--- config.mk ---
export PLATFORM = sky130hd
export DESIGN_NAME = alu_ctrl
export DESIGN_NICKNAME = d
export VERILOG_FILES = /design/src/rtl/alu_ctrl.sv
export SDC_FILE = /design/constraint.sdc
export NUM_CORES = 1
export LEC_CHECK = 0
export CORE_ASPECT_RATIO = 2
export CORE_UTILIZATION = 30
export DETAILED_ROUTE_END_ITERATION = 8
export GPL_TIMING_DRIVEN = 1
export SKIP_CTS_REPAIR_TIMING = 1
export SLEW_MARGIN = 15
export SYNTH_ARGS = -nofsm -noshare
export SYNTH_HDL_FRONTEND = slang
export SYNTH_SLANG_ARGS = --single-unit
--- constraint.sdc ---
create_clock -name CLK -period 4.54 [get_ports CLK]
set_input_delay 0.454 -clock CLK [delete_from_list [all_inputs] [get_ports CLK]]
set_output_delay 0.454 -clock CLK [all_outputs]
set_load 0.005 [all_outputs]
--- src/rtl/alu_ctrl.sv ---
// Request/response sequencer for a combinational 8-bit ALU.
// It issues one operation, waits SETTLE cycles, then captures the result and flags.
module alu_ctrl #(
  parameter int SETTLE = 1
) (
  input  logic       CLK,
  input  logic       RST,
  input  logic       REQ_VALID,
  output logic       REQ_READY,
  input  logic [3:0] REQ_OP,
  input  logic [7:0] REQ_A,
  input  logic [7:0] REQ_B,
  output logic [7:0] ALU_A,
  output logic [7:0] ALU_B,
  output logic [3:0] ALU_SSEL,
  input  logic [7:0] ALU_F,
  input  logic       ALU_Z,
  input  logic       ALU_S,
  input  logic       ALU_C,
  input  logic       ALU_V,
  output logic       RSP_VALID,
  input  logic       RSP_READY,
  output logic [7:0] RSP_F,
  output logic [3:0] RSP_FLAGS,
  output logic       RSP_ERR,
  output logic [3:0] STATUS
);

  typedef enum logic [1:0] {IDLE, DRIVE, SAMPLE, RESP} state_t;

  localparam logic [3:0] LP_CNT_INIT = 4'(SETTLE - 1);

  state_t     r_state, w_next;
  logic [3:0] r_op;
  logic [7:0] r_a, r_b;
  logic [3:0] r_cnt;
  logic [7:0] r_rsp_f;
  logic [3:0] r_rsp_flags;
  logic       r_rsp_err;
  logic [3:0] r_status;

  logic w_accept, w_legal, w_issue, w_cnt_done;

  function automatic logic legal_op(input logic [3:0] op);
    case (op)
      4'b0000, 4'b0001, 4'b0010, 4'b0101, 4'b0110,
      4'b0111, 4'b1000, 4'b1010, 4'b1100, 4'b1110: legal_op = 1'b1;
      default:                                     legal_op = 1'b0;
    endcase
  endfunction

  assign w_accept   = REQ_VALID && (r_state == IDLE);
  assign w_legal    = legal_op(REQ_OP);
  assign w_issue    = (r_state == DRIVE) || (r_state == SAMPLE);
  assign w_cnt_done = (r_cnt == 4'd0);

  always_comb begin
    w_next = r_state;
    case (r_state)
      IDLE:    if (w_accept) w_next = w_legal ? DRIVE : RESP;
      DRIVE:   w_next = SAMPLE;
      SAMPLE:  if (w_cnt_done) w_next = RESP;
      RESP:    if (RSP_READY) w_next = IDLE;
      default: w_next = IDLE;
    endcase
  end

  always_ff @(posedge CLK) begin
    if (RST) begin
      r_state     <= IDLE;
      r_op        <= 4'd0;
      r_a         <= 8'd0;
      r_b         <= 8'd0;
      r_cnt       <= 4'd0;
      r_rsp_f     <= 8'd0;
      r_rsp_flags <= 4'd0;
      r_rsp_err   <= 1'b0;
      r_status    <= 4'd0;
    end else begin
      r_state <= w_next;
      case (r_state)
        IDLE: begin
          if (w_accept) begin
            if (w_legal) begin
              r_op <= REQ_OP;
              r_a  <= REQ_A;
              r_b  <= REQ_B;
            end else begin
              // Rejected op answers immediately; the ALU never sees it.
              r_rsp_f     <= 8'd0;
              r_rsp_flags <= 4'd0;
              r_rsp_err   <= 1'b1;
            end
          end
        end
        DRIVE: r_cnt <= LP_CNT_INIT;
        SAMPLE: begin
          if (w_cnt_done) begin
            r_rsp_f     <= ALU_F;
            r_rsp_flags <= {ALU_Z, ALU_S, ALU_C, ALU_V};
            r_rsp_err   <= 1'b0;
            r_status    <= {ALU_Z, ALU_S, ALU_C, ALU_V};
          end else begin
            r_cnt <= r_cnt - 4'd1;
          end
        end
        default: ;
      endcase
    end
  end

  // ALU inputs are forced to zero whenever no operation is in flight.
  assign ALU_A     = w_issue ? r_a  : 8'd0;
  assign ALU_B     = w_issue ? r_b  : 8'd0;
  assign ALU_SSEL  = w_issue ? r_op : 4'd0;

  assign REQ_READY = (r_state == IDLE);
  assign RSP_VALID = (r_state == RESP);
  assign RSP_F     = r_rsp_f;
  assign RSP_FLAGS = r_rsp_flags;
  assign RSP_ERR   = r_rsp_err;
  assign STATUS    = r_status;

endmodule

Word level (Yosys, flattened, before mapping). Memories as Yosys holds them, arrays and structs flattened. Index checks and enable logic that the tools add are counted.

Add/sub/neg operators: 1. Muxes and demuxes: 22. Reductions and logical operators: 11. Equality and inequality tests: 8.

Operator list (number): $mux W8 (5); $mux W4 (5); $pmux W4 S2 (2); $pmux W8 S2 (1); $mux W2 (4); $pmux W2 S4 (1); $ne A2 B2 Y1 const B (3); $reduce_and A3 Y1 (2); $eq A2 B2 Y1 const B (2); $logic_not A4 Y1 (1); $ne A2 B1 Y1 const B (2); $reduce_and A2 Y1 (2); $reduce_and A4 Y1 (1); $reduce_bool A2 Y1 (2); $sub A4 B1 Y4 const B (1); $mux W1 (3); $eq A2 B1 Y1 const B (1); $logic_not A2 Y1 (1); $pmux W1 S2 (1); $logic_and A1 B1 Y1 (1); $logic_or A1 B1 Y1 (1).

Input bits: 36. Memories kept: 1. Register bits: 43. ROM bits: 16. Output and inout port bits: 39.

Memories: (name not given) (words 16, width 1, read ports 1, clocked after Yosys merged registers in 0, wr ports 0, line 45) `case (op)`.

Longest topological paths before layout.
Depth in word-level cells: 4. Mapped depth: 9.

Worst setup path before layout. No wires, ideal clock.

Path type: reg-to-reg. Start point: register r_cnt[0]. End point: register r_rsp_flags[2] (netlist: RSP_FLAGS[2]). Buffers on the path: 1. Arrival: 1639 ps. Cell stages (with the launch flop): 8. Clock period less this slack: 1756 ps. Path slack: 2784 ps. Path through: dfxtp_1 inv_1 ha_1 or3b_1 nand2_1 o221ai_2 buf_6 a32o_1.

Cells in the longest elaborated chain, start to end: 3.

RTL lines: from (decl) (line 36) `logic [3:0] r_cnt;`; from (signal assigned) (line 104) `r_cnt <= r_cnt - 4'd1;`; $logic_not A4 Y1 (line 55) `assign w_cnt_done = (r_cnt == 4'd0);`; $ne A2 B2 Y1 (no line); $reduce_and A4 Y1 (no line); to (signal assigned) (line 100) `r_rsp_flags <= {ALU_Z, ALU_S, ALU_C, ALU_V};`; to (decl) (line 38) `logic [3:0] r_rsp_flags;`.

No other way between the ends. A chain may end at the register's enable or synchronous reset.

Final worst setup path.
Start point: register r_state[1]. End point: output ALU_A[5].

Cells in the longest elaborated chain, start to end: 3. Elaborated cells between the ends (all ways): 4.

RTL lines: from (decl) (line 33) `state_t r_state, w_next;`; from (signal assigned) (line 80) `r_state <= w_next;`; $eq A2 B1 Y1 / $eq A2 B2 Y1 (equally long branches) (line 54) `assign w_issue = (r_state == DRIVE) || (r_state == SAMPLE);`; $logic_or A1 B1 Y1 (*) (line 54); $mux W8 (*) (line 113) `assign ALU_A = w_issue ? r_a : 8'd0;`; to (decl) (line 13) `output logic [7:0] ALU_A,`.

Every way passes the cells marked *; elsewhere a longest branch is shown, timed or not.

==> flow_summary.json <==
{
  "fillerInstances": 668,
  "htree_levels": 2,
  "yosysSeqAreaShare_pct": 44.5,
  "placeableCoreArea_um2": 6260,
  "drt-wirelength-per-cell_um": 14.4,
  "synth_area_um2": 1940,
  "critPathMaxStageDelay_ns": 0.63,
  "die_x_um": 58.8,
  "post_synthesis_register_bit_count": 43,
  "p_int_w": 0.000939,
  "outcome": "finished, final reports clean",
  "antenna_viol_nets_final": 0,
  "clk-insertion-delay-late_ns": 0.28,
  "asyncSetResetFlopFracSynth_pct": 0,
  "synth-warning-count": 0,
  "netlist_instances": 214,
  "placement_rows": 41,
  "hpwl_um": 3760,
  "p_sw_w": 0.000442,
  "final.setup.tns_ns": 0,
  "cp_data_required_time_ns": 4.09,
  "muxShareOfSynthArea_pct": 3.10,
  "sw_frac_of_total_pct": 32.0,
  "final_core_utilization_pct": 46.1,
  "root_buffer": "sky130_fd_sc_hd__clkbuf_16",
  "power.ir.vdd_worst_v": 0.000249,
  "seqPwrFrac_pct": 34.1,
  "area_growth_pct": 49.2,
  "place.gp.congestion": 0.788,
  "grt_antenna_before_repair": 0,
  "fin_nets": 322,
  "worstSetupStartpointType": "flip-flop",
  "leakagePower_nw": 1.04,
  "criticalPathCategory": "reg -> out",
  "number_of_enable_flip_flop_cells_after_synthesis": 0,
  "grt_first_pass_wirelength_um": 8530,
  "syn_avg_cell_area_um2": 9.04,
  "synth_xor_area_share_pct": 0.905,
  "clock_skew_ns": 0.00473,
  "grt_start_max_net_pins": 31,
  "critical-path-top-delay-family": "adder cells",
  "routed-via-count": 1806,
  "hold_path_class": "reg -> reg",
  "drc_violations_left": 0,
  "synthAdderAreaFrac_pct": 3.88,
  "synth.distinct_cells": 32,
  "maxCapViolCount": 0,
  "timing.final.setup_violations": 0,
  "io_pins": 75,
  "synth_common_cells": "sky130_fd_sc_hd__dfxtp_1, sky130_fd_sc_hd__a21oi_1, sky130_fd_sc_hd__and2_1, sky130_fd_sc_hd__nand3_1, sky130_fd_sc_hd__o21ai_0",
  "route.detailed.vias_per_inst": 4.92,
  "post-route-period-util_pct": 56.9,
  "initial_standard_cell_utilization_of_the_core_pct": 30.9,
  "cts.reportedPaths.clkPinSlew_ns": 0.06,
  "timing.final.max_slew_violations": 0,
  "tritoncts_clock_tree": "done",
  "yosys_most_used_dff": "sky130_fd_sc_hd__dfxtp_1",
  "yosys-top-cells-area": "sky130_fd_sc_hd__dfxtp_1, sky130_fd_sc_hd__and2_1, sky130_fd_sc_hd__a32o_1",
  "globalRoute.totalOverflow": 0,
  "comb_power_share_pct": 35.8,
  "worstPathArrival_ns": 2.13,
  "synth_top_family_by_area": "compound AO/OA/AOI/OAI gates",
  "end_kind": "primary output",
  "portBuffers": 74,
  "timing.critical_path.slowest_stage_cell": "sky130_fd_sc_hd__ha_1",
  "finalCriticalPeriod_ns": 2.58,
  "setup_repair_after_global_routing_missed_its_margin": "false",
  "die-area_um2": 6800,
  "die_h_um": 116,
  "clock.fmax_mhz": 387,
  "clock_sink_count": 43,
  "drive_gt1_share_pct": 5.34,
  "worst_slew_pin_slew_ns": 0.748,
  "drt-initial-drc-count": 50,
  "numCtsBuffers": 5,
  "synth_nets": 256,
  "synth-simple-area-share_pct": 20.7,
  "firstDrtPassIters": 4,
  "worstPathCellList": "inv_1 > ha_1 > and2_1 > clkdlybuf4s50_1",
  "crit_path_max_fanout": 21,
  "synth_compound_gate_area_share_pct": 21.4,
  "cts_buffer_depth": 2,
  "max-slew-margin-rel_pct": 50.2,
  "n_antenna_cell": 0,
  "hold_viol": 0,
  "grt.total_usage_pct": 16.4,
  "whs_ns": 0.471,
  "synth_top_cell_by_area": "sky130_fd_sc_hd__dfxtp_1",
  "clock_power_share_pct": 30.2,
  "route.final.wire_length_um": 5300,
  "post-synth-top-count-cell": "sky130_fd_sc_hd__dfxtp_1",
  "synth_top_area_share_pct": 44.5,
  "critical_path_buf_inv_count": 2,
  "pwr_density_cell_nw_per_um2": 478,
  "grt_pass1_vias": 1787
}
==> path summary, 6_finish.rpt <==
check	slack, ns	from	depth (start not counted)	end
setup reg to reg	2.49	r_state[0]$_SDFFE_PP0P_	6	r_b[7]$_SDFFE_PP0P_
hold reg to reg	0.47	r_a[7]$_SDFFE_PP0P_	2	r_a[7]$_SDFFE_PP0P_
setup / recovery	1.96	r_state[1]$_SDFFE_PP0P_	4	ALU_A[5]
hold / removal	0.47	r_a[7]$_SDFFE_PP0P_	2	r_a[7]$_SDFFE_PP0P_
==> metrics by stage <==
stage	total power, W	worst slack, ns	area (um2)	std cells
2_1_floorplan	0.000781	2.78	1940	214
3_3_place_gp	0.000975	1.96	2710	359
3_5_place_dp	0.000978	1.88	2710	359
4_1_cts	0.00140	1.92	2890	367
5_1_grt	0.00146	1.78	2890	367
6_report	0.00138	1.96	2890	367
==> layout make-up <==
cell class	instances	area, um2	area share (%)
Clock buffer	6	139	4.81
Inverter	6	22.5	0.780
Clock inverter	2	35.0	1.21
Sequential cell	43	861	29.8
Timing Repair Buffer	76	756	26.2
Multi-Input combinational cell	148	967	33.5
Tap cell	86	108	3.73
==> kinds of logic after synthesis <==
| kind of cell | count (synthesis) |
|---|---|
| AOI/OAI and AO/OA | 63 |
| and+or+nand+nor | 71 |
| xor gates and xnor gates | 2 |
| muxes | 6 |
| DFF | 43 |
| adders and majority gates | 6 |
| buffers and inverters | 23 |
==> power groups by stage <==
stage / clock (W) / combinational (W) / sequential (W)
finish: 0.000416 / 0.000494 / 0.000470
global placement: 0 / 0.000496 / 0.000478
floorplan: 0 / 0.000310 / 0.000471
CTS: 0.000423 / 0.000502 / 0.000472
global route: 0.000437 / 0.000548 / 0.000478
detailed placement: 0 / 0.000499 / 0.000479
==> worst register-to-register path, cell delays in order (launching register included) <==
cell and delay [ns]:
sky130_fd_sc_hd__dfxtp_1 0.34, sky130_fd_sc_hd__inv_1 0.09, sky130_fd_sc_hd__ha_1 0.35, sky130_fd_sc_hd__and2_1 0.33, sky130_fd_sc_hd__and2_1 0.58, sky130_fd_sc_hd__nand3_1 0.15
sky130_fd_sc_hd__a21oi_1 0.15
==> metal layers <==
metal  GRT usage [%]  up-vias  part of all wire [%]
met2            29.6       49                    56
li1                -      892                     -
met5               0        -                     0
met3            2.23        8                   3.3
met4            6.51        0                   2.1
met1            18.9      857                    39
==> cells in the final DEF, fill, tap and decap left out <==
cell	n
sky130_fd_sc_hd__or3b_1	1
sky130_fd_sc_hd__mux2i_1	6
sky130_fd_sc_hd__and2_1	22
sky130_fd_sc_hd__clkinv_2	1
sky130_fd_sc_hd__clkbuf_16	5
sky130_fd_sc_hd__buf_4	2
sky130_fd_sc_hd__nand3_1	22
sky130_fd_sc_hd__xor2_1	2
sky130_fd_sc_hd__or2_2	1
sky130_fd_sc_hd__nand2b_1	2
sky130_fd_sc_hd__o221ai_1	1
sky130_fd_sc_hd__inv_1	5
sky130_fd_sc_hd__clkinv_1	1
sky130_fd_sc_hd__o211ai_1	1
sky130_fd_sc_hd__ha_1	6
sky130_fd_sc_hd__nor2_4	1
sky130_fd_sc_hd__nand2_1	4
sky130_fd_sc_hd__dfxtp_1	43
sky130_fd_sc_hd__nand2_4	1
sky130_fd_sc_hd__o21ai_0	20
sky130_fd_sc_hd__clkbuf_8	1
sky130_fd_sc_hd__or4b_4	1
sky130_fd_sc_hd__nor2_1	9
sky130_fd_sc_hd__nor2b_1	2
sky130_fd_sc_hd__a21oi_1	22
sky130_fd_sc_hd__clkdlybuf4s50_1	74
sky130_fd_sc_hd__o2111a_1	2
sky130_fd_sc_hd__o221ai_2	1
sky130_fd_sc_hd__o21a_1	2
sky130_fd_sc_hd__and3_1	2
sky130_fd_sc_hd__a311o_1	1
sky130_fd_sc_hd__a32o_1	12
sky130_fd_sc_hd__o21ai_1	1
sky130_fd_sc_hd__bufinv_16	1
sky130_fd_sc_hd__nor3_1	3
==> state kept, by name, summed over array words and instances (netlist names) <==
name / count
RSP_ERR: 1
RSP_F: 8
RSP_FLAGS: 4
STATUS: 4
r_a: 8
r_b: 8
r_cnt: 4
r_op: 4
r_state: 2
Power figures use the tool's default switching activity.
